**config.mk**
```make
export PLATFORM = sky130hd
export DESIGN_NAME = q_env_step
export DESIGN_NICKNAME = d
export VERILOG_FILES = /design/src/rtl/q_env_step.sv
export SDC_FILE = /design/constraint.sdc
export NUM_CORES = 1
export LEC_CHECK = 0
export ABC_AREA = 1
export CAP_MARGIN = 40
export CORE_ASPECT_RATIO = 0.75
export CORE_MARGIN = 8
export CORE_UTILIZATION = 35
export CTS_CLUSTER_DIAMETER = 40
export DETAILED_ROUTE_END_ITERATION = 10
export GPL_TIMING_DRIVEN = 1
export PLACE_DENSITY = 0.56
export SKIP_CTS_REPAIR_TIMING = 1
export SLEW_MARGIN = 0
export SYNTH_ARGS = -nofsm -noshare
export SYNTH_HDL_FRONTEND = slang
export SYNTH_SLANG_ARGS = --single-unit
```
**constraint.sdc**
```tcl
create_clock -name clk -period 6 [get_ports clk]
set_input_delay 0.9 -clock clk [delete_from_list [all_inputs] [get_ports clk]]
set_output_delay 0.9 -clock clk [all_outputs]
set_load 0.005 [all_outputs]
```
**src/rtl/q_env_step.sv**
```systemverilog
// Grid-world environment with epsilon-greedy action selection; emits one
// (row, col, action, next_row, next_col, reward) tuple per step to the Q-learning update stage.
module q_env_step #(
    parameter int         ROWS        = 5,
    parameter int         COLS        = 5,
    parameter int         ACTIONS     = 4,
    parameter int         ADDR_WIDTH  = 7,
    parameter int         DATA_WIDTH  = 8,
    parameter logic [7:0] EPSILON     = 8'd26,
    parameter logic [7:0] LFSR_SEED   = 8'hA5,
    parameter logic [7:0] GOAL_REWARD = 8'd10,
    parameter logic [7:0] STEP_REWARD = 8'd0,
    parameter logic [7:0] WALL_REWARD = 8'hFF,
    parameter logic [7:0] MAX_STEPS   = 8'd255
) (
    input  logic                  clk,
    input  logic                  rst,
    input  logic                  run,
    output logic [ADDR_WIDTH-1:0] q_rd_addr,
    input  logic [DATA_WIDTH-1:0] q_rd_data,
    output logic                  out_valid,
    input  logic                  out_ready,
    output logic [2:0]            row,
    output logic [2:0]            col,
    output logic [1:0]            action,
    output logic [2:0]            next_row,
    output logic [2:0]            next_col,
    output logic [7:0]            reward,
    output logic [7:0]            step_count,
    output logic [15:0]           episode_count,
    output logic                  busy,
    output logic [2:0]            dbg_state
);

    typedef enum logic [2:0] {
        S_IDLE    = 3'd0,
        S_READ    = 3'd1,
        S_LAST    = 3'd2,
        S_DECIDE  = 3'd3,
        S_ISSUE   = 3'd4,
        S_ADVANCE = 3'd5
    } state_t;

    state_t                state_q, state_d;
    logic [1:0]            k_q, k_d;
    logic [DATA_WIDTH-1:0] q_val_q [4];
    logic [7:0]            lfsr_q;
    logic [2:0]            row_q, col_q, nrow_q, ncol_q;
    logic [1:0]            act_q;
    logic [7:0]            rew_q;
    logic                  goal_q;
    logic [7:0]            step_q;
    logic [15:0]           ep_q;

    logic [1:0]            best_a;
    logic [DATA_WIDTH-1:0] best_v;
    logic [1:0]            dec_act;
    logic [2:0]            dec_row, dec_col;
    logic                  blocked, dec_goal;
    logic [7:0]            dec_rew;
    logic [7:0]            step_inc;

    // Handshake: the tuple transfers on the rising edge where out_valid && out_ready;
    // out_valid is high only in ISSUE, so the tuple registers cannot move while it waits.
    assign out_valid     = (state_q == S_ISSUE);
    assign busy          = (state_q != S_IDLE);
    assign dbg_state     = state_q;
    assign row           = row_q;
    assign col           = col_q;
    assign action        = act_q;
    assign next_row      = nrow_q;
    assign next_col      = ncol_q;
    assign reward        = rew_q;
    assign step_count    = step_q;
    assign episode_count = ep_q;
    assign step_inc      = step_q + 8'd1;

    always_comb begin
        q_rd_addr = '0;
        if (state_q == S_READ) begin
            q_rd_addr = ADDR_WIDTH'((int'(row_q) * COLS + int'(col_q)) * ACTIONS + int'(k_q));
        end
    end

    // Action choice and move outcome; only sampled into the tuple registers in DECIDE.
    always_comb begin
        best_a = 2'd0;
        best_v = q_val_q[0];
        for (int i = 1; i < 4; i++) begin
            if (q_val_q[i] > best_v) begin
                best_v = q_val_q[i];
                best_a = 2'(i);
            end
        end
        dec_act = (lfsr_q < EPSILON) ? lfsr_q[1:0] : best_a;
        dec_row = row_q;
        dec_col = col_q;
        blocked = 1'b0;
        case (dec_act)
            2'd0: if (row_q == 3'd0) blocked = 1'b1; else dec_row = row_q - 3'd1;
            2'd1: if (row_q == 3'(ROWS - 1)) blocked = 1'b1; else dec_row = row_q + 3'd1;
            2'd2: if (col_q == 3'd0) blocked = 1'b1; else dec_col = col_q - 3'd1;
            default: if (col_q == 3'(COLS - 1)) blocked = 1'b1; else dec_col = col_q + 3'd1;
        endcase
        dec_goal = !blocked && (dec_row == 3'(ROWS - 1)) && (dec_col == 3'(COLS - 1));
        dec_rew  = blocked ? WALL_REWARD : (dec_goal ? GOAL_REWARD : STEP_REWARD);
    end

    always_comb begin
        state_d = state_q;
        k_d     = k_q;
        case (state_q)
            S_IDLE: begin
                if (run) begin
                    state_d = S_READ;
                    k_d     = 2'd0;
                end
            end
            S_READ: begin
                k_d = k_q + 2'd1;
                if (k_q == 2'd3) state_d = S_LAST;
            end
            S_LAST:   state_d = S_DECIDE;
            S_DECIDE: state_d = S_ISSUE;
            S_ISSUE:  if (out_ready) state_d = S_ADVANCE;
            S_ADVANCE: begin
                k_d     = 2'd0;
                state_d = run ? S_READ : S_IDLE;
            end
            default:  state_d = S_IDLE;
        endcase
    end

    always_ff @(posedge clk or negedge rst) begin
        if (!rst) begin
            state_q <= S_IDLE;
            k_q     <= 2'd0;
            lfsr_q  <= LFSR_SEED;
            for (int i = 0; i < 4; i++) q_val_q[i] <= '0;
            row_q   <= 3'd0;
            col_q   <= 3'd0;
            nrow_q  <= 3'd0;
            ncol_q  <= 3'd0;
            act_q   <= 2'd0;
            rew_q   <= 8'd0;
            goal_q  <= 1'b0;
            step_q  <= 8'd0;
            ep_q    <= 16'd0;
        end else begin
            state_q <= state_d;
            k_q     <= k_d;
            lfsr_q  <= {lfsr_q[6:0], lfsr_q[7] ^ lfsr_q[5] ^ lfsr_q[4] ^ lfsr_q[3]};
            // Read data lags the address by one cycle, so READ k captures entry k-1.
            if (state_q == S_READ && k_q != 2'd0) q_val_q[k_q - 2'd1] <= q_rd_data;
            if (state_q == S_LAST) q_val_q[3] <= q_rd_data;
            if (state_q == S_DECIDE) begin
                act_q  <= dec_act;
                nrow_q <= dec_row;
                ncol_q <= dec_col;
                rew_q  <= dec_rew;
                goal_q <= dec_goal;
            end
            if (state_q == S_ADVANCE) begin
                if (goal_q || step_inc == MAX_STEPS) begin
                    row_q  <= 3'd0;
                    col_q  <= 3'd0;
                    step_q <= 8'd0;
                    ep_q   <= ep_q + 16'd1;
                end else begin
                    row_q  <= nrow_q;
                    col_q  <= ncol_q;
                    step_q <= step_inc;
                end
            end
        end
    end

endmodule
```
# Yosys cells after proc, flatten, opt, wreduce, memory -nomap -nowiden
# Index checks and enable logic that the tools add are counted.
# totals
register_bits,92
wordCells,106
# op_classes
add_sub_neg,10
multipliers,1
n_lt_le_gt_ge,6
eq_ne,16
muxes,35
n_bitwise,4
reduce_logical,18
# ops
op,count
two-way mux 8 bit,7
bitwise mux 32 bit,1
two-way mux 3 bit,9
> comparator 8 bit,3
equality test 3 bit (second input constant),6
one-hot mux 3 bit (6 select lines),1
adder 16 x 1 -> 16 bit (second input constant),1
demux 8 bit (select 2 bit),1
one-hot mux 3 bit (2 select lines),2
zero test 3 bit,3
adder 8 x 1 -> 8 bit (second input constant),1
equality test 8 bit (second input constant),1
< comparator 8 x 5 -> 1 bit (second input constant),1
two-way mux 2 bit,4
adder 7 x 2 -> 7 bit,1
two-way mux 7 bit,1
adder 3 x 1 -> 3 bit (second input constant),2
equality test 3 x 2 -> 1 bit (second input constant),2
two-way mux 1 bit,6
one-hot mux 2 bit (3 select lines),1
nonzero test 3 bit,2
subtractor 3 x 1 -> 3 bit (second input constant),2
adder 5 x 3 -> 5 bit,1
multiplier 3 x 3 -> 5 bit (second input constant),1
other kinds (21),30

# Depth between registers and ports, before layout
# depth
ltp_word,14
ltp_mapped,44
ltp_nobuf,42

# Worst setup path after synthesis
# OpenSTA, ideal clock, no wires.
# synth_path
path_type,flip-flop to flip-flop
start,reg q_val_q[23] (netlist name)
end,"reg rew_q[3], in the netlist reward[3]"
arrival_ns,4.095
t_required_ns,5.880
path_slack_ns,1.786
path_stages_with_launch,31
path_buffers,3
period_less_slack_ns,4.214
cell_sequence,dfrtp_1 -> ha_1 -> nand2_1 -> nor2_1 -> nand3_1 -> nor2_1 -> a21oi_1 -> inv_1 -> clkbuf_1 -> o21ai_0 -> ha_1 -> a21oi_1 -> nor2_1 -> nor2_1 -> nand2_1 -> nand2_2 -> clkbuf_1 -> o21ai_0 -> ha_1 -> nand2_1 -> nor2_1 -> nand4_1 -> a21oi_1 -> nand2_2 -> nand2_2 -> buf_6 -> nand2_1 -> o211ai_1 -> nor2_1 -> nand3_1 -> nand2_1
# synth_between
elab_chain_cells,14
# synth_rtl
item,line_no,text
from (decl),46,logic [DATA_WIDTH-1:0] q_val_q [4];
"from (signal, indexed assignment)",154,if (state_q == S_READ && k_q != 2'd0) q_val_q[k_q - 2'd1] <= q_rd_data;
> comparator 8 bit,90,if (q_val_q[i] > best_v) begin
two-way mux 8 bit,90,
> comparator 8 bit,90,
two-way mux 8 bit,90,
> comparator 8 bit,90,
two-way mux 2 bit *,90,
two-way mux 2 bit *,95,dec_act = (lfsr_q < EPSILON) ? lfsr_q[1:0] : best_a;
"equality test 2 x 1 -> 1 bit, or another cell as far along",99,case (dec_act)
"OR reduction 2 bit (no source line), or another cell as far along",--,
"one-hot mux 3 bit (2 select lines), or another cell as far along",99,
equality test 3 bit / logical AND 1 bit (equally long branches),105,dec_goal = !blocked && (dec_row == 3'(ROWS - 1)) && (dec_col == 3'(COLS - 1));
logical AND 1 bit,105,
two-way mux 4 bit,106,dec_rew = blocked ? WALL_REWARD : (dec_goal ? GOAL_REWARD : STEP_REWARD);
two-way mux 8 bit *,106,
to (signal assigned),160,rew_q <= dec_rew;
to (decl),50,logic [7:0] rew_q;
# Every way passes the cells marked *; elsewhere a longest branch is shown, timed or not.
# A chain may end at the register's enable or synchronous reset.

# Worst setup path in the final report
# layout_path
start,reg q_val_q[23] (netlist name)
end,reg goal_q
# layout_between
elab_chain_cells,12
# layout_rtl
item,line_no,text
> comparator 8 bit,90,
two-way mux 8 bit,90,
> comparator 8 bit,90,
two-way mux 8 bit,90,
> comparator 8 bit,90,
two-way mux 2 bit *,90,
two-way mux 2 bit *,95,
"equality test 2 x 1 -> 1 bit, or another cell as far along",99,
"OR reduction 2 bit (no source line), or another cell as far along",--,
"one-hot mux 3 bit (2 select lines), or another cell as far along",99,
equality test 3 bit / logical AND 1 bit (equally long branches),105,
logical AND 1 bit *,105,
to (signal assigned),161,goal_q <= dec_goal;
to (decl),51,logic goal_q;
# Marks and branches as above.

==> results.ini <==
[sta]
slew_headroom_pct=50.2
slew_violations=0
min_period_ns=4.78
setup_viol=0
rsz0062_at_grt=false
fmax_ghz=0.209
finClkSkew_ns=0.00652
hold_viol=0
worst_pin_slew_ns=0.742
setup_tns_ns=0
post-route-period-util_pct=79.7

[clocking]
cts_root_buffer=clkbuf_16
h-tree-depth=3
cts.path.max_buffers=2
clk_latency_ns=0.35
cts_tree=built
cts_num_sinks=86
cts_buffers=9
clkTransAtPathRegs_ns=0.07

[final_layout]
finalNetCount=763
antenna_cells=0
final_cells=910
layout-drive-gt1-share_pct=6.34
layout_common_cells=175 x nand2_1, 82 x dfrtp_1, 72 x o21ai_0
postLayoutCoreUtil_pct=43.8
layout_commonest_cell=nand2_1
syn2layout_area_growth_pct=22.3

[drt]
wl_per_cell_microns=13.1
ant_nets=0
drtIter0Drc=259
viasPerCell=4.64
dr.pass1.iters=4
routed_wl_mm=11.9
drcViolationCount=0
vias=4220

[setup_path]
reg2regPathDepth=27
cp-end-kind=flip-flop
crit_fanout=19
crit_required_ns=6.29
crit_start=q_val_q[23]
cp.arrival_ns=5.07
critical_path_class=reg2reg
cp_num_buf_inv=1
r2r_start=q_val_q[23]
cp_common_cell=nand2_1
slowest_delay_ns=0.39
cpMaxStageDelayCell=dfrtp_1
critPathTopFamily=simple AND/OR/NAND/NOR gates
cp_num_cells=27
setup.worst_path.start_class=flip-flop

[logic_synthesis]
synth_mux_area_share_pct=0.193
postSynthAreaPerCell_sq_um=8.09
yosys_warnings=0
synth_cell_types=36
ys_seq_elements=86
synth_xor_area_share_pct=5.57
synth_top_family_by_area=simple AND/OR/NAND/NOR gates
synthesis.area_sq_mm=0.00519
synth_fa_ha_area_share_pct=11.2
synth-seq-area-share_pct=41.6
synth_compound_area_share_pct=9.76
syn-num-nets=700
synthSimpleGateAreaFrac_pct=23.7
synthCells=642

[grt]
grt_pass1_vias=4281
grtUsageTotal_pct=13.3
grt_max_degree=44
antenna_found_initial=0
grt_overflow=0
grt_pass1_wl_mm=20.7

[placement]
dp.final_hpwl_mm=9.12
dpl.cell_count=894
portBuffers=69
gp_congestion=0.837

[floorplan]
start_util_pct=35.8
io_pins=70
core_sq_mm=0.0145
die_w_microns=157
num_rows=38
die_area_sq_mm=0.0190
die_y_microns=121

[pwr]
peakVddDrop_v=0.000265
p_per_area_mw_per_mm2=450
leakage_nw=3.05

[min_path]
min_delay_path_depth=0
worstHoldPathType=reg2reg
hp-start=lfsr_q[6]

[run_status]
outcome=finished, final reports clean

[job]
maxCapViolCount=0

report_power, final:
group,total [mW],switching [mW],internal (mW),leakage [nW]
Clock,0.578,0.242,0.336,0.145
Sequential,0.845,0.122,0.723,1.11
Combinational,1.44,0.866,0.571,1.80
Total,2.86,1.23,1.63,3.05
path summary, 6_finish.rpt:
kind | endpoint | slack (ns)
max | goal_q | 1.22
min | lfsr_q[7] | 0.39
max reg2reg | goal_q | 1.22
min reg2reg | lfsr_q[7] | 0.39
max in group asynchronous | lfsr_q[5] | 4.60
min in group asynchronous | episode_count[15] | 0.42
kinds of logic after synthesis:
group | after synthesis
multiplexers | 1
AO/OA/AOI/OAI | 96
buffers and inverters | 96
flip-flops | 86
AND/OR/NAND/NOR | 284
adder cells (fa/ha/maj) | 46
XOR/XNOR | 33
cell usage after synthesis (all sizes together):
library cell	instances	area (sq um)
dfstp	4	105
clkbuf	10	37.5
a21o	3	22.5
clkinv	3	11.3
nor3b	1	12.5
xor2	15	131
nor4	1	6.26
ha	45	563
o211ai	2	15.0
buf	10	86.3
a21oi	10	50.1
inv	73	279
nand2	180	698
mux2i	1	10.0
o31ai	4	30.0
nor3	6	35.0
xnor2	18	158
o21ai	76	380
nand4	12	81.3
o221ai	1	8.76
or2	3	18.8
nor2	46	194
nand3	35	185
fa	1	20.0
dfrtp	82	2050
sequential cells by signal, summed over array words and instances, names as in the netlist:
signal	count
q_val_q	32
episode_count	16
lfsr_q	8
step_count	8
col	3
dbg_state	3
next_col	3
next_row	3
row	3
action	2
k_q	2
reward	2
goal_q	1
metal layers:
metal	global-route usage (%)	share of wire, %
met5	0	0
met1	17.8	50
met3	3.99	6.4
met4	4.07	1.1
met2	20.4	43
metrics by stage:
step                      instance area, sq um  power [mW]  worst slack, ns  hold WS [ns]
after global routing                      6350        3.19            0.514         0.400
after global placement                    6020        2.23             1.45         0.362
after detailed placement                  6040        2.29             1.29         0.371
final                                     6350        2.86             1.22         0.388
after CTS                                 6350        2.89             1.25         0.395
after floorplan                           5190        1.90             1.79         0.355
cell type report:
| class | count | area (sq um) |
|---|---|---|
| sequential | 86 | 2160 |
| tap | 200 | 250 |
| multi-input combinational | 460 | 2620 |
| clock buffer | 10 | 239 |
| timing repair buffer | 72 | 723 |
| clock inverter | 6 | 71.3 |
| inverter | 76 | 290 |
| fill | 1418 | 8150 |
(Power assumes the default switching activity.)
